==> config.mk <==
export PLATFORM = sky130hd
export DESIGN_NAME = fifo_mode_ctrl
export DESIGN_NICKNAME = d
export VERILOG_FILES = /design/src/rtl/fifo_mode_ctrl.sv
export SDC_FILE = /design/constraint.sdc
export NUM_CORES = 1
export LEC_CHECK = 0
export CAP_MARGIN = 40
export CORE_ASPECT_RATIO = 1.75
export CORE_MARGIN = 8
export CORE_UTILIZATION = 28
export CTS_CLUSTER_DIAMETER = 120
export DETAILED_ROUTE_END_ITERATION = 10
export GPL_TIMING_DRIVEN = 0
export SLEW_MARGIN = 30
export SYNTH_ARGS = -nofsm -noshare
export SYNTH_HDL_FRONTEND = slang
export SYNTH_SLANG_ARGS = --single-unit
export TNS_END_PERCENT = 5
==> constraint.sdc <==
create_clock -name clk -period 2.55 [get_ports clk]
set_input_delay 0.51 -clock clk [delete_from_list [all_inputs] [get_ports clk]]
set_output_delay 0.51 -clock clk [all_outputs]
set_load 0.005 [all_outputs]
==> src/rtl/fifo_mode_ctrl.sv <==
// Purpose: FILL/PROC/DRAIN sequencer for the convertible packet FIFO; owns memory addressing, write enable and mux select.
// Latency: write is same-cycle as the accepted word; out_wr follows the issued read by 1 cycle (cpu_done to first out_wr = 2).
// Backpressure: in_rdy is high only in FILL; out_rdy=0 stalls read issue in DRAIN; PROC waits indefinitely for cpu_done.
module fifo_mode_ctrl #(
  parameter int ADDR_W = 9,
  parameter int CTRL_W = 8
) (
  input  logic              clk,
  input  logic              reset,
  input  logic [CTRL_W-1:0] in_ctrl,
  input  logic              in_wr,
  output logic              in_rdy,
  output logic              mem_we,
  output logic [ADDR_W-1:0] mem_waddr,
  output logic [ADDR_W-1:0] mem_raddr,
  output logic              mux_sel,
  output logic              cpu_mode,
  input  logic              cpu_done,
  output logic [ADDR_W-1:0] pkt_tail,
  input  logic              out_rdy,
  output logic              out_wr,
  output logic              pkt_ovf
);

  localparam logic [1:0] ST_FILL  = 2'd0;
  localparam logic [1:0] ST_PROC  = 2'd1;
  localparam logic [1:0] ST_DRAIN = 2'd2;

  localparam logic [ADDR_W-1:0] LAST_ADDR = '1;

  logic [1:0]        state;
  logic [ADDR_W-1:0] wptr;
  logic [ADDR_W-1:0] rptr;
  logic [ADDR_W-1:0] raddr_hold;
  logic              in_body;
  logic              drain_last;

  logic              accept;
  logic              eop;
  logic              full;
  logic              rd_issue;

  // in_rdy is only ever high in FILL, so it alone qualifies an accepted word.
  assign accept    = in_wr & in_rdy;
  // Gate with reset so an in_wr held during reset can never reach the memory.
  assign mem_we    = accept & ~reset;
  assign mem_waddr = wptr;

  // A non-zero ctrl byte only ends the packet once a body word has been seen;
  // before that it is a header word.
  assign eop  = accept & in_body & (in_ctrl != '0);
  // Last address reached without an EOP: this word is kept and the packet is truncated.
  assign full = accept & ~eop & (wptr == LAST_ADDR);

  // Reads are issued combinationally so the memory's 1-cycle latency lines up with
  // the registered out_wr; between issues the last address is held.
  assign rd_issue  = (state == ST_DRAIN) & out_rdy & ~drain_last;
  assign mem_raddr = rd_issue ? rptr : raddr_hold;

  assign mux_sel  = (state == ST_PROC);
  assign cpu_mode = (state == ST_PROC);

  // Mode sequencing, pointers, packet tail and the registered strobes.
  always_ff @(posedge clk or posedge reset) begin
    if (reset) begin
      state      <= ST_FILL;
      in_rdy     <= 1'b1;
      wptr       <= '0;
      rptr       <= '0;
      raddr_hold <= '0;
      pkt_tail   <= '0;
      in_body    <= 1'b0;
      drain_last <= 1'b0;
      out_wr     <= 1'b0;
      pkt_ovf    <= 1'b0;
    end else begin
      pkt_ovf <= 1'b0;
      out_wr  <= rd_issue;
      case (state)
        ST_FILL: begin
          if (accept) begin
            if (eop || full) begin
              pkt_tail <= wptr;
              in_rdy   <= 1'b0;
              in_body  <= 1'b0;
              wptr     <= '0;
              pkt_ovf  <= full;
              state    <= ST_PROC;
            end else begin
              wptr <= wptr + 1'b1;
              if (in_ctrl == '0) begin
                in_body <= 1'b1;
              end
            end
          end
        end
        ST_PROC: begin
          if (cpu_done) begin
            rptr       <= '0;
            drain_last <= 1'b0;
            state      <= ST_DRAIN;
          end
        end
        ST_DRAIN: begin
          // The cycle after the tail read carries the final out_wr; hand back to FILL then.
          if (drain_last) begin
            drain_last <= 1'b0;
            raddr_hold <= '0;
            in_rdy     <= 1'b1;
            state      <= ST_FILL;
          end else if (rd_issue) begin
            raddr_hold <= rptr;
            rptr       <= rptr + 1'b1;
            if (rptr == pkt_tail) begin
              drain_last <= 1'b1;
            end
          end
        end
        default: begin
          in_rdy  <= 1'b1;
          in_body <= 1'b0;
          wptr    <= '0;
          state   <= ST_FILL;
        end
      endcase
    end
  end

`ifndef SYNTHESIS
  // Input acceptance, CPU ownership and output strobes never overlap.
  a_excl: assert property (@(posedge clk) disable iff (reset)
    $onehot0({in_rdy, cpu_mode, out_wr}));
  // The memory is only written while filling.
  a_we_fill: assert property (@(posedge clk) disable iff (reset)
    mem_we |-> (state == ST_FILL));
`endif

endmodule

==> reports/metrics.cfg, run 1 <==
[status]
outcome=finished clean

[cells_and_area]
diodes=0
drive_gt1_share_pct=14.3
post_layout_nonfiller_instances=431
layout_common_cells=dfrtp_1 (42), clkdlybuf4s50_1 (36), nand2_1 (27)
fin_nets=332
layout_commonest_cell=dfrtp_1
syn2layout_area_growth_pct=31.0
fill_cells=901

[floorplan]
io_pins=46
chipWidth_um=86.3
num_rows=45
core_mm2=0.00856
initial_core_util_pct=28.3
die_area_mm2=0.0120
fp.dieH_um=139

[critical_path]
worst_setup_path_end_kind=primary output
critPathRequiredTime_ps=2040
crit_arrival_ps=1980
crit_type=register to primary output
crit_fanout=10
startpoint_type=register

[global_route]
overflow=0
first_global_vias=2250
grt_pass1_wl_um=10700
grt_usage_pct=11.1
grt_antenna_before_repair=0
grt_max_degree=26

[timing]
fin_crit_ps=2490
setup_viol=0
max_freq_mhz=401
clock_skew_ps=3.50
finalWorstSetupSlack_ps=55.6
finalHoldViolations=0
slew_violations=0
timing.final.crit_share_pct=97.8
worst_pin_slew_ps=695
max_slew_margin_pct=53.6
rsz0062_at_grt=true

[placed_design]
place_congestion=0.814
post-place-ws_ps=-609
dp.cells=420
port_buffers=45
dp_hpwl_um=4900

[worst_hold_path]
min_path_type=register to register

[yosys]
postSynth.asyncResetShare_pct=100
synth.distinct_cells=51
postSynthAreaPerCell_um2=9.44
synth_top_cell_by_area=dfrtp_1
synth_edf_count=0
synthCells=257
ys_seq_area_share_pct=44.4
ys_ff_latch=43
synthTopCellsByArea=dfrtp_1 (43%), mux2_2 (4.6%), nand2_1 (4.2%)
syn-cell-area_mm2=0.00242
synth_top_area_share_pct=43.3
synth_ff_type=dfrtp_1
yosys_warnings=0
syn_nets=276

[detailed_routing]
dr.max_layer_used=met4
wl_per_cell_um=14.7
met2_length_um=3440
firstDrtPassIters=4
wl_met1_um=2560
viasPerCell=4.85
vias=2090
drt_iter0_drc=95
drt-total-wl_um=6320
drc=0
ant_nets=0
wl_met3_um=205

[power_and_ir_drop]
vdd_drop_max_uv=441
leakagePower_nw=1.42
power.density_mw_per_mm2=962

[clock_tree]
cts_buffer_depth=2
cts_sinks=43
root_buffer=clkbuf_16
cts_tree=done
cts_buffers=5
clkLatencyLatePin_ps=280
clk_pin_slew_ps=60
cts_htree_levels=2

[run]
maxCapViolations=0

[power by group]
part / total [W] / switching [W] / internal [W]
registers: 0.00105 / 0.000166 / 0.000881
logic: 0.00140 / 0.000744 / 0.000653
clock network: 0.000613 / 0.000251 / 0.000362
[layer usage]
| layer | up-vias | global-route usage, % |
|---|---|---|
| li1 | 1025 | - |
| met1 | 1011 | 11.4 |
| met2 | 44 | 20.7 |
| met3 | 10 | 2.55 |
| met4 | 0 | 4.11 |
| met5 | - | 0 |
[stage by stage]
step                      TNS [ps]  cell area, µm²  util (%)  total power (W)  hold WS (ps)
after global placement       -4340            3020      35.3          0.00245           453
after floorplan                  0            2420         -          0.00190           438
after global routing         -80.2            3180      37.1          0.00331           510
final                            0            3180      37.1          0.00306           468
after CTS                    -22.5            3200      37.4          0.00310           476
after detailed placement     -4380            3040      35.5          0.00249           464
[sequential cells by signal, indices dropped and copies added, names as in the netlist]
register / count
drain_last: 1
in_body: 1
in_rdy: 1
mem_waddr: 9
out_wr: 1
pkt_ovf: 1
pkt_tail: 9
raddr_hold: 9
rptr: 9
state: 2
[path summary, 6_finish.rpt]
kind	from	to	slack [ps]	depth (start not counted)
min in group asynchronous	reset	pkt_ovf	580	2
hold reg to reg	raddr_hold[0]	raddr_hold[0]	470	2
setup reg to reg	mem_waddr[1]	mem_waddr[8]	220	9
hold / removal	raddr_hold[0]	raddr_hold[0]	470	2
setup / recovery	state[0]	mem_raddr[0]	60	11
max in group asynchronous	reset	raddr_hold[4]	1490	3
[logic make-up after synthesis]
logic type,count (synthesis),synth area share [%]
flops,43,44.4
xor+xnor,12,4.33
simple gates,79,15.5
fa+ha+maj,6,3.10
compound gates,68,20.5
mux,14,6.50
buf+inv,35,5.68
[what timing repair did]
action,CTS,global route
buffers inserted,2,1
setup endpoints to repair,9,10
hold buffers,0,0
gates resized for setup,21,14
[area by class of cell]
cell class / count / area (µm²) / share of cell area (%)
inverters: 20 / 75.1 / 2.36
well taps: 117 / 146 / 4.61
multi-input cells: 179 / 1210 / 38.2
plain buffers: 15 / 76.3 / 2.40
flip-flops and latches: 43 / 1080 / 33.9
clock inverters: 1 / 5.00 / 0.158
clock buffers: 7 / 133 / 4.17
repair buffers: 49 / 452 / 14.2
[worst max-delay path, cell delays in order (launching register included)]
cell and delay, ps:
dfrtp_1 390, inv_2 80, ha_2 190, buf_6 100
nor2b_1 120, clkbuf_4 140, nand2_1 70, inv_2 70
buf_4 150, nand2_1 80, nand2_1 70, dlygate4sd2_1 240
[cells in the mapped netlist, drive strengths merged (3+ instances only)]
master	count
dfrtp	42
nand2	27
inv	20
o21ai	20
nor2	16
clkbuf	12
mux2	11
a2bb2oi	9
o22ai	8
nand3	7
nor3	7
xor2	7
ha	6
and3	5
xnor2	5
a211oi	4
nor4	4
a21oi	3
a31o	3
buf	3
mux2i	3
Power figures use the tool's default switching activity.
==> run 2, diff against run 1 <==
- CORE_UTILIZATION: 28 -> 50
- CTS_CLUSTER_DIAMETER: 120 -> unset
- PLACE_DENSITY: unset -> 0.77
==> run 2 against run 1 <==
Against the previous run:
- die area down 38%
- critical path depth unchanged
- worst hold slack better by 8.8 ps
- sequential share of layout area up 0.89 points
- first-iteration DRC count up 3.2%
- clock-buffer cell count down 2
- highest routed layer unchanged
==> reports/metrics.cfg, run 2 (synthesis results as in run 1) <==
[global_route]
grt_usage_pct=17.9
grt_antenna_before_repair=0
overflow=0
grt_max_degree=31
grt_pass1_wl_um=10600
first_global_vias=2337

[critical_path]
r2r_end=pkt_tail[7]
worst_setup_path_end_kind=primary output
crit_path_start=state[0]
startpoint_type=register
crit_type=register to primary output
crit_fanout=8
crit_arrival_ps=1940
r2r_start=mem_waddr[0]
rr_worst_depth=6
critPathRequiredTime_ps=2040
ff2ff_setup_slack_ps=180

[placed_design]
port_buffers=45
place_congestion=0.843
dp_hpwl_um=4450
dp.cells=355

[status]
outcome=finished clean

[timing]
slew_violations=0
clock_skew_ps=9.33
rsz0062_at_grt=false
finalHoldViolations=0
finalSetupTns_ps=0
worst_pin_slew_ps=692
timing.hold.ws_ps=476
timing.final.crit_share_pct=96.0
max_freq_mhz=408
max_slew_margin_pct=53.8
setup_viol=0
fin_crit_ps=2450

[detailed_routing]
viasPerCell=6.04
wl_per_cell_um=16.6
drt_iter0_drc=98
ant_nets=0
vias=2221
drt-total-wl_um=6120
drc=0
firstDrtPassIters=4

[floorplan]
fp.dieH_um=108
io_pins=46
initial_core_util_pct=52.0
die_area_mm2=0.00742
core_mm2=0.00467
chipWidth_um=68.6
num_rows=33

[clock_tree]
cts_buffer_depth=2
clkLatencyLatePin_ps=310
cts_tree=done
cts_sinks=43
clk_pin_slew_ps=90
cts_htree_levels=2
cts_buffers=5
root_buffer=clkbuf_8

[cells_and_area]
regArea_mm2=0.00108
layout_common_cells=dfrtp_1 (42), clkdlybuf4s50_1 (36), nand2_1 (26)
multi_input_area_mm2=0.00123
post_layout_nonfiller_instances=368
drive_gt1_share_pct=16.5
fill_cells=421
layout_commonest_cell=dfrtp_1
fin_nets=334
diodes=0
final_util_pct=66.3
syn2layout_area_growth_pct=27.7

[worst_hold_path]
hold_path_end=raddr_hold[0]
hp-start=raddr_hold[0]
hold-path-cell-count=2
min_path_type=register to register

[power_and_ir_drop]
vdd_drop_max_uv=603
leakagePower_nw=1.42
power.density_mw_per_mm2=946

[run]
maxCapViolations=0

==> run 2: cell types whose count changed in the layout (fill, tap and decap cells not counted), moves of 2 or more <==
| cell | before | now |
|---|---|---|
| clkbuf_16 | 5 | 0 |
| clkbuf_8 | 0 | 5 |
| clkbuf_1 | 12 | 9 |
| clkbuf_2 | 7 | 10 |
| buf_2 | 2 | 0 |
| clkinvlp_4 | 0 | 2 |
==> run 2: power breakdown <==
part | internal, W | leakage (nW) | total [W] | switching, W
Sequential | 0.000878 | 0.555 | 0.00104 | 0.000165
Combinational | 0.000680 | 0.821 | 0.00143 | 0.000754
Clock | 0.000191 | 0.0402 | 0.000451 | 0.000260
Total | 0.00175 | 1.42 | 0.00293 | 0.00118
==> run 2: final cells by class <==
cell class | count | share of cell area, %
multi-input cells | 179 | 39.7
flip-flops and latches | 43 | 34.8
repair buffers | 51 | 15.5
plain buffers | 15 | 2.63
inverters | 20 | 2.43
clock buffers | 5 | 2.22
well taps | 52 | 2.10
clock inverters | 3 | 0.647
==> run 2: worst max-delay path by stage <==
| stage | end | depth (start not counted) | slack [ps] |
|---|---|---|---|
| 5_1_grt | mem_raddr[8] | 11 | 30 |
| 3_5_place_dp | mem_raddr[0] | 8 | -540 |
| 3_3_place_gp | mem_raddr[0] | 8 | -530 |
| 6_report | mem_raddr[8] | 11 | 100 |
| 4_1_cts | mem_raddr[7] | 11 | 70 |
| 2_1_floorplan | mem_raddr[0] | 10 | 350 |
==> run 2: repair_timing <==
item | 4_1_cts | 5_1_grt
setup endpoints to repair | 9 | 16
resized for setup | 19 | 21
hold buffers | 0 | 0
buffers inserted | 4 | 1
==> run 2: per-stage QoR <==
stage	area, µm²	total power [W]	setup slack, ps
floorplan	2420	0.00190	346
global placement	2940	0.00243	-533
detailed placement	2960	0.00247	-536
CTS	3110	0.00293	67.5
global route	3100	0.00314	29.9
finish	3100	0.00293	102
==> run 2: worst max-delay path: stages (launching register included) <==
cell and delay, ps:
dfrtp_1 400, inv_2 100, ha_4 150, buf_6 90, nor2b_2 120, clkbuf_4 140
nand2_1 70, inv_2 110, buf_12 120, nand2_1 50, o21ai_0 70, clkdlybuf4s15_1 220
==> run 2: metal layers <==
metal  wire length, µm  GRT usage, %
met3               314          3.83
met1              2420          20.2
met4               156          7.81
met2              3220          30.9
met5                 0             0
==> run 3, diff against run 2 <==
- MAX_ROUTING_LAYER: unset -> met4
- PLACE_DENSITY: 0.77 -> 0.8
==> run 3 against run 2 <==
Against the previous run:
- non-clock buffer count increased by 1
- total power increased by 0.13%
- wire length increased by 0.16%
- largest cell class unchanged
- largest power group unchanged
- cell area increased by 0.65%
- maximum frequency decreased by 2.1%
==> reports/metrics.cfg, run 3 (synthesis results as in run 1) <==
[floorplan]
core_mm2=0.00467
chipWidth_um=68.6
initial_core_util_pct=52.0
die_area_mm2=0.00742
num_rows=33
fp.dieH_um=108
io_pins=46

[clock_tree]
root_buffer=clkbuf_8
clk_pin_slew_ps=90
cts_htree_levels=2
cts_tree=done
cts_buffers=5
clkLatencyLatePin_ps=300
cts_buffer_depth=2
cts_sinks=43

[critical_path]
startpoint_type=register
critPathRequiredTime_ps=2040
crit_fanout=5
r2r_start=mem_waddr[0]
worst_setup_path_end_kind=primary output
crit_arrival_ps=1990
crit_type=register to primary output
crit_path_start=state[0]

[placed_design]
dp.cells=355
post-place-ws_ps=-535
port_buffers=45
place_congestion=0.832
dp_hpwl_um=4520

[worst_hold_path]
min_path_type=register to register
hp-start=raddr_hold[0]

[global_route]
use_met1_pct=17.9
grt_pass1_wl_um=9960
first_global_vias=2279
grt_max_degree=25
overflow=0
grt_usage_pct=17.8
met3_usage_pct=3.52
grt_use_met2_pct=29.6
top_usage_layer=met2
grt_antenna_before_repair=0

[detailed_routing]
drc=0
drt_iter0_drc=84
wl_per_cell_um=16.6
firstDrtPassIters=4
drt-total-wl_um=6130
vias=2167
viasPerCell=5.87
ant_nets=0

[cells_and_area]
fin_nets=335
diodes=0
syn2layout_area_growth_pct=28.5
drive_gt1_share_pct=15.1
final_util_pct=66.8
layout_common_cells=dfrtp_1 (42), clkdlybuf4s50_1 (35), nand2_1 (27)
post_layout_nonfiller_instances=369
layout_commonest_cell=dfrtp_1

[timing]
max_slew_margin_pct=52.8
rsz0062_at_grt=true
fin_crit_ps=2500
timing.final.crit_share_pct=98.0
setup_viol=0
slew_violations=0
finalWorstSetupSlack_ps=50.0
clock_skew_ps=6.24
finalHoldViolations=0
worst_pin_slew_ps=706
max_freq_mhz=400

[power_and_ir_drop]
vdd_drop_max_uv=626
leakagePower_nw=1.43
power.density_mw_per_mm2=941

[run]
maxCapViolations=0

[status]
outcome=finished clean

run 3: cell types whose count changed in the layout (fill, tap and decap cells not counted):
cell             before  now
buf_4                 5    6
clkbuf_1              9   10
nand2_1              26   27
clkinvlp_4            2    1
buf_2                 0    1
clkdlybuf4s15_1       1    2
buf_16                0    1
nand2_2               1    0
dlygate4sd2_1         0    3
clkdlybuf4s50_1      36   35
clkbuf_2             10    6
buf_12                2    1
run 3: path summary, 6_finish.rpt:
check	cells past startpoint	slack (ps)	to
setup / recovery	10	50	mem_raddr[7]
hold / removal	2	490	raddr_hold[0]
setup reg to reg	9	200	mem_waddr[5]
hold reg to reg	2	490	raddr_hold[0]
max in group asynchronous	3	1500	rptr[4]
min in group asynchronous	2	570	rptr[0]
run 3: what timing repair did:
action                                  in CTS  in global routing
hold buffers                                 0                  0
setup buffers                                4                  2
gates resized for setup                     19                 15
endpoints found under the hold margin        0                  0
cloned                                       0                  1
endpoints found under the setup margin       9                 12
run 3: layout make-up:
cell class,count,area [µm²]
clock inverter,2,12.5
tap,52,65.1
inverter,20,75.1
clock buffer,6,72.6
fill,392,1550
sequential,43,1080
buffer,14,76.3
timing repair buffer,53,512
multi-input combinational,179,1220
run 3: power by group:
| part | internal (W) | switching [W] | total (W) |
|---|---|---|---|
| clock | 0.000192 | 0.000242 | 0.000433 |
| sequential | 0.000879 | 0.000163 | 0.00104 |
| combinational | 0.000692 | 0.000764 | 0.00146 |
| total | 0.00176 | 0.00117 | 0.00293 |
run 3: per-layer routing:
layer / vias up / routed length, µm
met5: - / 0
met4: 0 / 246
met3: 22 / 262
met2: 76 / 3280
met1: 1032 / 2340
li1: 1037 / -
run 3: stage by stage:
step | total power (W) | cell area [µm²] | TNS, ps | hold WS [ps]
2_1_floorplan | 0.00190 | 2420 | 0 | 438
3_3_place_gp | 0.00242 | 2940 | -3900 | 451
3_5_place_dp | 0.00248 | 2970 | -3910 | 472
4_1_cts | 0.00293 | 3110 | 0 | 491
5_1_grt | 0.00315 | 3120 | -116 | 508
6_report | 0.00293 | 3120 | 0 | 485
run 3: worst max-delay path, cell delays in order, from the launching register on:
cell and delay (ps):
dfrtp_1 400, inv_2 100, ha_4 150, buf_6 90, nor2b_2 110, clkbuf_4 130
nand2_1 70, inv_2 130, buf_2 170, o21ai_0 70, dlygate4sd2_1 260
